[src/rtl/hilo_div_unit.sv]
// HI/LO register owner with a multi-cycle signed radix-2 restoring divider.
// Raises a decode stall for any HI/LO access or a new div while a division is in flight.
module hilo_div_unit #(
  parameter int unsigned WIDTH = 32
) (
  input  logic             clock,
  input  logic             reset,
  input  logic             start,
  input  logic [WIDTH-1:0] dividend,
  input  logic [WIDTH-1:0] divisor,
  input  logic             read_hi,
  input  logic             read_lo,
  input  logic             wr_hi,
  input  logic             wr_lo,
  input  logic [WIDTH-1:0] wr_data,
  output logic [WIDTH-1:0] hi,
  output logic [WIDTH-1:0] lo,
  output logic             busy,
  output logic             stall
);

  localparam int unsigned CntW = (WIDTH > 1) ? $clog2(WIDTH) : 1;

  typedef enum logic [1:0] {StIdle, StRun, StFix} state_e;

  state_e            state_q, state_d;
  logic [WIDTH-1:0]  rem_q, rem_d;
  logic [WIDTH-1:0]  quo_q, quo_d;
  logic [WIDTH-1:0]  dsr_q, dsr_d;
  logic [CntW-1:0]   cnt_q, cnt_d;
  logic              q_neg_q, q_neg_d;
  logic              r_neg_q, r_neg_d;
  logic [WIDTH-1:0]  hi_q, hi_d;
  logic [WIDTH-1:0]  lo_q, lo_d;
  logic              dbz_q, dbz_d;

  // One extra bit of headroom: the shifted remainder can reach 2*divisor-1.
  logic [WIDTH:0]    rem_sh;
  logic [WIDTH:0]    diff;

  assign rem_sh = {rem_q, quo_q[WIDTH-1]};
  assign diff   = rem_sh - {1'b0, dsr_q};

  assign busy  = (state_q != StIdle);
  assign stall = busy & (start | read_hi | read_lo | wr_hi | wr_lo);
  assign hi    = hi_q;
  assign lo    = lo_q;

  always_comb begin
    state_d = state_q;
    rem_d   = rem_q;
    quo_d   = quo_q;
    dsr_d   = dsr_q;
    cnt_d   = cnt_q;
    q_neg_d = q_neg_q;
    r_neg_d = r_neg_q;
    hi_d    = hi_q;
    lo_d    = lo_q;
    dbz_d   = 1'b0;

    unique case (state_q)
      StIdle: begin
        if (wr_hi) hi_d = wr_data;
        if (wr_lo) lo_d = wr_data;
        if (start) begin
          if (divisor == '0) begin
            // Divide by zero completes at once and overrides a same-cycle mthi.
            hi_d  = dividend;
            lo_d  = '1;
            dbz_d = 1'b1;
          end else begin
            rem_d   = '0;
            quo_d   = dividend[WIDTH-1] ? -dividend : dividend;
            dsr_d   = divisor[WIDTH-1] ? -divisor : divisor;
            q_neg_d = dividend[WIDTH-1] ^ divisor[WIDTH-1];
            r_neg_d = dividend[WIDTH-1];
            cnt_d   = CntW'(WIDTH - 1);
            state_d = StRun;
          end
        end
      end

      StRun: begin
        if (!diff[WIDTH]) begin
          rem_d = diff[WIDTH-1:0];
          quo_d = {quo_q[WIDTH-2:0], 1'b1};
        end else begin
          rem_d = rem_sh[WIDTH-1:0];
          quo_d = {quo_q[WIDTH-2:0], 1'b0};
        end
        if (cnt_q == '0) begin
          state_d = StFix;
        end else begin
          cnt_d = cnt_q - 1'b1;
        end
      end

      StFix: begin
        lo_d    = q_neg_q ? -quo_q : quo_q;
        hi_d    = r_neg_q ? -rem_q : rem_q;
        state_d = StIdle;
      end

      default: state_d = StIdle;
    endcase
  end

  always_ff @(posedge clock or negedge reset) begin
    if (!reset) begin
      state_q <= StIdle;
      rem_q   <= '0;
      quo_q   <= '0;
      dsr_q   <= '0;
      cnt_q   <= '0;
      q_neg_q <= 1'b0;
      r_neg_q <= 1'b0;
      hi_q    <= '0;
      lo_q    <= '0;
      dbz_q   <= 1'b0;
    end else begin
      state_q <= state_d;
      rem_q   <= rem_d;
      quo_q   <= quo_d;
      dsr_q   <= dsr_d;
      cnt_q   <= cnt_d;
      q_neg_q <= q_neg_d;
      r_neg_q <= r_neg_d;
      hi_q    <= hi_d;
      lo_q    <= lo_d;
      dbz_q   <= dbz_d;
    end
  end

`ifndef SYNTHESIS
  always @(negedge clock) begin
    if (dbz_q) $display("hilo_div_unit: divide by zero, hi=%h lo=%h", hi_q, lo_q);
  end
`endif

endmodule

[config.mk]
export PLATFORM = sky130hd
export DESIGN_NAME = hilo_div_unit
export DESIGN_NICKNAME = d
export VERILOG_FILES = /design/src/rtl/hilo_div_unit.sv
export SDC_FILE = /design/constraint.sdc
export NUM_CORES = 1
export LEC_CHECK = 0
export ABC_CLOCK_PERIOD_IN_PS = 3300
export BUFFER_PORTS_ARGS = -buffer_cell sky130_fd_sc_hd__buf_2
export CORE_MARGIN = 1.5
export CORE_UTILIZATION = 53
export CTS_CLUSTER_DIAMETER = 40
export CTS_CLUSTER_SIZE = 12
export DETAILED_ROUTE_END_ITERATION = 12
export PLACE_DENSITY = 0.8
export SETUP_SLACK_MARGIN = 0.3
export SLEW_MARGIN = 30
export SYNTH_ARGS = -nofsm -noshare
export SYNTH_HDL_FRONTEND = slang
export SYNTH_SLANG_ARGS = --single-unit
export TNS_END_PERCENT = 5
[constraint.sdc]
create_clock -name clock -period 3.3 [get_ports clock]
set_input_delay 0.66 -clock clock [delete_from_list [all_inputs] [get_ports clock]]
set_output_delay 0.66 -clock clock [all_outputs]
set_load 0.01 [all_outputs]
==> results of run 1 <==
-- worst reg2reg max path: stages (launching register included) --
cell,delay (ns)
dfrtp_1,0.39
or4_4,0.56
or3_4,0.36
or3_4,0.38
or3_4,0.37
or4_4,0.48
o31ai_4,0.20
xor2_1,0.19
a211oi_1,0.09
a21o_1,0.19
-- registers in the layout, summed over array words and instances, names as in the netlist --
register  cells
r_neg_q       1
state_q       2
quo_q        32
lo           32
cnt_q         5
hi           32
rem_q        32
q_neg_q       1
dsr_q        32
-- cell usage in the layout (no fill, tap or decap), types with 35 or more instances in the layout --
| cell type | n |
|---|---|
| dfrtp_1 | 162 |
| xor2_1 | 74 |
| inv_1 | 56 |
| mux2i_1 | 59 |
| nor2_1 | 98 |
| o21ai_0 | 131 |
| buf_4 | 114 |
| buf_2 | 165 |
| xnor2_1 | 72 |
| nand2_1 | 182 |
| a21oi_1 | 89 |
| a211oi_1 | 35 |
-- stage by stage --
| step | area (um^2) | hold slack (ns) | power (W) | util [%] | setup TNS, ns |
|---|---|---|---|---|---|
| floorplan | 12300 | 0.364 | 0.0106 | - | 0 |
| global placement | 14200 | 0.464 | 0.0135 | 62.9 | -0.407 |
| detailed placement | 14200 | 0.473 | 0.0138 | 62.9 | -1.57 |
| CTS | 15100 | 0.217 | 0.0166 | 66.5 | 0 |
| global route | 15600 | 0.227 | 0.0192 | 68.9 | -0.174 |
| finish | 15600 | 0.196 | 0.0181 | 68.9 | -0.00621 |
-- power breakdown --
part	leakage, nW	internal (W)	switching [W]
sequential	2.04	0.00313	0.00107
combinational	4.46	0.00562	0.00617
clock	0.283	0.00120	0.000900
-- what timing repair did --
action                                  in CTS  in global routing
endpoints found under the hold margin        0                  0
pin swaps                                    5                 59
buffers inserted                             6                  6
resized for setup                           23                133
endpoints found under the setup margin      47                100
cloned                                       2                  1
-- per-layer routing --
metal | track usage, % | share of wire (%) | vias to the layer above
met5 | 0 | 0 | -
met4 | 12.6 | 3.8 | 0
met3 | 3.37 | 6.2 | 98
met2 | 51.0 | 48 | 542
met1 | 41.1 | 42 | 5808
li1 | - | - | 5768
-- how the worst max path moves through the flow --
stage	from	endpoint	slack [ns]	depth (start not counted)
after floorplan	rem_q[9]	hi[31]	0.06	10
after global routing	rem_q[9]	hi[31]	-0.07	9
after CTS	rem_q[9]	hi[31]	0.004	9
after global placement	dividend[0]	quo_q[28]	-0.09	12
after detailed placement	dividend[0]	quo_q[28]	-0.13	12
final	rem_q[9]	hi[31]	-0.006	9
-- synthesized netlist by cell type (4+ instances only) --
master	count	area, um^2
nor3_1	25	125
a211oi_1	36	270
xor2_1	76	666
buf_1	4	15.0
a21oi_1	96	480
nand2b_1	10	62.6
o22ai_1	11	68.8
ha_1	38	475
nand2_1	184	691
nand3b_1	9	67.6
o21a_1	4	30.0
xnor2_1	73	639
nor2_1	101	379
inv_1	60	225
o22a_1	22	193
or3_1	16	100
dfrtp_1	169	4230
a221o_1	4	40.0
a21o_1	11	82.6
a31oi_1	13	81.3
o221ai_1	5	43.8
nor4_1	5	31.3
nor2b_1	11	68.8
o21bai_1	10	75.1
nand3_1	22	110
o41ai_1	14	123
o31ai_1	40	300
or2_2	11	68.8
clkbuf_1	88	330
o211ai_1	11	82.6
mux2i_1	62	621
nand4_1	5	31.3
or4_1	19	143
o21ai_0	169	846
-- cell families (layout without fill, tap and decap cells) --
group / count (synthesis) / count (layout) / share of synthesized area, %
AOI/OAI and AO/OA: 473 / 473 / 24.2
and+or+nand+nor: 438 / 438 / 16.8
DFF: 169 / 169 / 34.5
buffers and inverters: 155 / 394 / 4.78
xor gates and xnor gates: 149 / 149 / 10.6
muxes: 62 / 62 / 5.06
adders and majority gates: 39 / 39 / 4.04
-- layout make-up --
type	instances	area share, %
Multi-Input combinational cell	1161	51.7
Inverter	60	1.57
Sequential cell	169	27.2
Clock inverter	14	1.12
Tap cell	285	2.29
Clock buffer	18	2.75
Timing Repair Buffer	302	13.4
==> metrics, run 1 <==
ANT cells=0; Yosys cell types=63; width of the chip=155 um; f_max=0.302 GHz; status=finished with violations; die area=0.0240 mm^2; Critical path buffers and inverters=0; first-pass GRT wire length=59100 um; RSZ-0062 raised after global routing=yes; antenna violations before repair=0; worst setup margin=-0.00621 ns; Mean Syn Cell Area=8.25 um^2; vias in the first global route=11400; critical path type=register to register; flops & latches, synth=169; Post-Syn Area=0.0123 mm^2; CP Launch Type=register; DPL Wire Length=27300 um; Period Utilization, post-route=100%; fin nets=1853; Post-synth EDFFs=0; cell area power density=1160 mW/mm^2; Initial DRT Pass Iterations=6; CTS tree=built; failing checks=negative setup slack; Vert. Die Dim=155 um; gr ovfl total=0; R2R depth=9; largest net degree at the start of global routing=87; initial core utilization=54.1%; vias per inst=6.08; Crit path max-delay family=simple AND/OR/NAND/NOR gates; RR Startpoint=rem_q[9]; ANT nets after route=0; Critical Path Slowest Stage Cell=or4_4; Filler cells=1774; register area=0.00424 mm^2; average wire per standard cell=19.2 um; Synth Flop Type=dfrtp_1; global placement routability congestion=0.919; Cells after DPL=1962; CTS Hold Buffers Added=0; asr flop ratio synth=100%; multi-input logic area=0.00806 mm^2; cell chain of the critical path=or4_4 > or3_4 > or3_4 > or3_4 > or4_4 > o31ai_4 > xor2_1 > a211oi_1 > a21o_1; area of the core=0.0226 mm^2; r2r setup slk=-0.006 ns; overall routed net length=38500 um; Worst Tran Pin Value=0.912 ns; WP data required=3.63 ns; num rows=55; net count after synthesis=1627; Boundary Pins=169; Final Max Tran Viols=0; First DRT Iteration DRCs=1008; share of cells above drive strength 1=26.2%; Clock Pin Slew Worst Setup and Hold Paths=0.07 ns; final setup violation count=1; Non-Filler Instances=2009; clk sink count=169; Max Cap Viol=0; Final Hold Viols=0; Most common cell on crit path=or3_4; cts bufs inserted=17; Syn-to-layout area delta=27.2%; critical path endpoint category=register; WP data arrival=3.64 ns; HP Class=input pin to asynchronous set/reset pin; Rel. slew slack=39.2%; Ys Warns=0; root buf cell=clkbuf_16; total number of vias=12200; final worst path period need=3.31 ns; VDD IR max=0.000718 V; clock skew=0.00826 ns; pre-CTS WS=-0.128 ns; register area share after synthesis=34.5%; LEAKAGE=6.78 nW; Worst path max stage delay=0.56 ns; DRC viols=0; GRT Util Overall=30.7%; CTS max path bufs=2; IO buf count=168; Synth Instances=1485; H-tree depth=4; crit path max fanout=4; reg2reg end=hi[31]; Clk Latency, worst-skew pair=0.43 ns
No activity file was read; power rests on OpenSTA's default activity.
==> run 2, diff against run 1 <==
--- a/config.mk
+++ b/config.mk
@@ -7,12 +7,15 @@
 export LEC_CHECK = 0
 export ABC_CLOCK_PERIOD_IN_PS = 3300
 export BUFFER_PORTS_ARGS = -buffer_cell sky130_fd_sc_hd__buf_2
+export CAP_MARGIN = 20
+export CORE_ASPECT_RATIO = 0.7
 export CORE_MARGIN = 1.5
-export CORE_UTILIZATION = 53
+export CORE_UTILIZATION = 55
+export CTS_BUF_LIST = sky130_fd_sc_hd__clkbuf_4
 export CTS_CLUSTER_DIAMETER = 40
 export CTS_CLUSTER_SIZE = 12
 export DETAILED_ROUTE_END_ITERATION = 12
-export PLACE_DENSITY = 0.8
+export PLACE_DENSITY = 0.83
 export SETUP_SLACK_MARGIN = 0.3
 export SLEW_MARGIN = 30
 export SYNTH_ARGS = -nofsm -noshare
==> run 2 against run 1 <==
- the run now ends clean
- worst hold slack worse by 0.19 ns
- design area decreased by 3.4%
- clock power decreased by 42%
- clock-buffer cell count is 1 higher
- sequential share of layout area rose by 0.99 points
- global-route usage rose by 2.7 points
==> metrics, run 2 (synthesis gave the netlist of run 1 again) <==
status=finished clean (was finished with violations); IO buf count=168 (unchanged); placed cell area=0.0143 mm^2 (was 0.0142 mm^2); cell area power density=1110 mW/mm^2 (was 1160 mW/mm^2); RSZ-0062 raised after global routing=yes (unchanged); Sum Neg Setup Slack=0 ns (was -0.00621 ns); average wire per standard cell=19.7 um (was 19.2 um); LEAKAGE=6.63 nW (was 6.78 nW); Max Cap Viol=0 (unchanged); pre-CTS WS=-0.188 ns (was -0.128 ns); CTS Hold Buffers Added=0 (unchanged); initial core utilization=56.3% (was 54.1%); Power, Total=0.0168 W (was 0.0181 W); total number of vias=12700 (was 12200); Boundary Pins=169 (unchanged); Logic pwr share=67.6% (was 65.2%); First DRT Iteration DRCs=1414 (was 1008); final worst path period need=3.30 ns (was 3.31 ns); vias in the first global route=11500 (was 11400); DPL Wire Length=28700 um (was 27300 um); Initial DRT Pass Iterations=5 (was 6); root buf cell=clkbuf_4 (was clkbuf_16); largest net degree at the start of global routing=91 (was 87); cell chain of the critical path=or4_4 > or3_4 > or3_4 > or3_4 > or4_4 > o21ai_1 > xor2_1 > a211oi_1 > a21o_1 (was or4_4 > or3_4 > or3_4 > or3_4 > or4_4 > o31ai_4 > xor2_1 > a211oi_1 > a21o_1); Final Instance Area=0.0151 mm^2 (was 0.0156 mm^2); critical path endpoint category=register (unchanged); Pint=0.00879 W (was 0.00995 W); VDD IR max=0.000972 V (was 0.000718 V); WP data required=3.81 ns (was 3.63 ns); Vert. Die Dim=128 um (was 155 um); share of cells above drive strength 1=25.4% (was 26.2%); Critical path buffers and inverters=0 (unchanged); Critical Path Slowest Stage Cell=or4_4 (unchanged); clock power share=7.3% (was 11.6%); RR Startpoint=rem_q[9] (unchanged); Most common cell on crit path=or3_4 (unchanged); antenna violations before repair=2 (was 0); Worst Tran Pin Value=0.888 ns (was 0.912 ns); ANT nets after route=0 (unchanged); Crit path max-delay family=simple AND/OR/NAND/NOR gates (unchanged); clk sink count=169 (unchanged); DRC viols=0 (unchanged); vias per inst=6.29 (was 6.08); CP Launch Type=register (unchanged); cts bufs inserted=17 (unchanged); area of the core=0.0218 mm^2 (was 0.0226 mm^2); HP Class=input pin to asynchronous set/reset pin (unchanged); CTS tree=built (unchanged); Final Max Tran Viols=0 (unchanged); global placement routability congestion=0.950 (was 0.919); CP startpoint=rem_q[9] (unchanged); CTS max path bufs=2 (unchanged); die area=0.0232 mm^2 (was 0.0240 mm^2); fin nets=1863 (was 1853); Period Utilization, post-route=99.9% (was 100%); first-pass GRT wire length=61200 um (was 59100 um); GRT Util Overall=33.5% (was 30.7%); Clock Pin Slew Worst Setup and Hold Paths=0.15 ns (was 0.07 ns); crit path max fanout=4 (unchanged); WP data arrival=3.81 ns (was 3.64 ns); critical path type=register to register (unchanged); Sw Ratio=47.6% (was 45.0%); Seq pwr share=25.1% (was 23.2%); Final Hold Viols=0 (unchanged); commonest non-fill, non-tap cell in the layout=nand2_1 (unchanged); num rows=45 (was 55); final setup violation count=0 (was 1); Worst path max stage delay=0.55 ns (was 0.56 ns); Clk Latency, worst-skew pair=0.63 ns (was 0.43 ns); NetSw=0.00799 W (was 0.00814 W); worst setup margin=0.00323 ns (was -0.00621 ns); Rel. slew slack=40.8% (was 39.2%); commonest non-fill, non-tap cells in the layout=nand2_1, buf_2, o21ai_0, dfrtp_1, buf_4 (was nand2_1, buf_2, dfrtp_1); overall routed net length=39800 um (was 38500 um); Syn-to-layout area delta=22.8% (was 27.2%); H-tree depth=4 (unchanged); gr ovfl total=0 (unchanged); Non-Filler Instances=2017 (was 2009); clock skew=0.0333 ns (was 0.00826 ns); f_max=0.303 GHz (was 0.302 GHz); width of the chip=181 um (was 155 um); Cells after DPL=1973 (was 1962)
-- run 2: timing repair --
| item | CTS | global route |
|---|---|---|
| pin swaps | 3 | 8 |
| endpoints found under the setup margin | 47 | 107 |
| buffers inserted | 0 | 9 |
| gates cloned | 0 | 2 |
| resized for setup | 8 | 74 |
-- run 2: path summary, 6_finish.rpt --
| kind | end | slack [ns] | cells after the start |
|---|---|---|---|
| max reg2reg | hi[27] | 0.003 | 9 |
| max in group asynchronous | rem_q[15] | 2.42 | 2 |
| min in group clock | dsr_q[20] | 0.34 | 4 |
| min reg2reg | dsr_q[22] | 0.51 | 2 |
| max | hi[27] | 0.003 | 9 |
| min | rem_q[13] | 0.01 | 1 |
-- run 2: power groups by stage --
stage	Combinational [W]	Sequential [W]	Clock, W
floorplan	0.00656	0.00406	0
global placement	0.00952	0.00411	0
detailed placement	0.00986	0.00416	0
CTS	0.00993	0.00412	0.00123
global route	0.0123	0.00430	0.00131
finish	0.0113	0.00421	0.00122
-- run 2: final cells by class --
class                      instances  area, um^2
clock buffer                      19         143
timing repair buffer             312        2110
sequential                       169        4240
fill                            1713        6730
antenna                            1        2.50
multi-input combinational       1161        7840
clock inverter                    13         121
tap                              282         353
inverter                          60         243
-- run 2: routing by layer --
metal  track usage [%]  vias up  part of all wire (%)
met5                 0        -                 0.030
met3              8.69       77                    11
met4              9.31        2                   2.2
met2              49.8      756                    44
li1                  -     5786                     -
met1              48.1     6071                    43
-- run 2: metrics by stage --
| stage | hold WS [ns] | utilization [%] |
|---|---|---|
| final | 0.0103 | 69.1 |
| after global placement | 0.466 | 65.8 |
| after global routing | 0.0609 | 69.1 |
| after floorplan | 0.364 | - |
| after detailed placement | 0.470 | 65.8 |
| after CTS | 0.0361 | 67.2 |
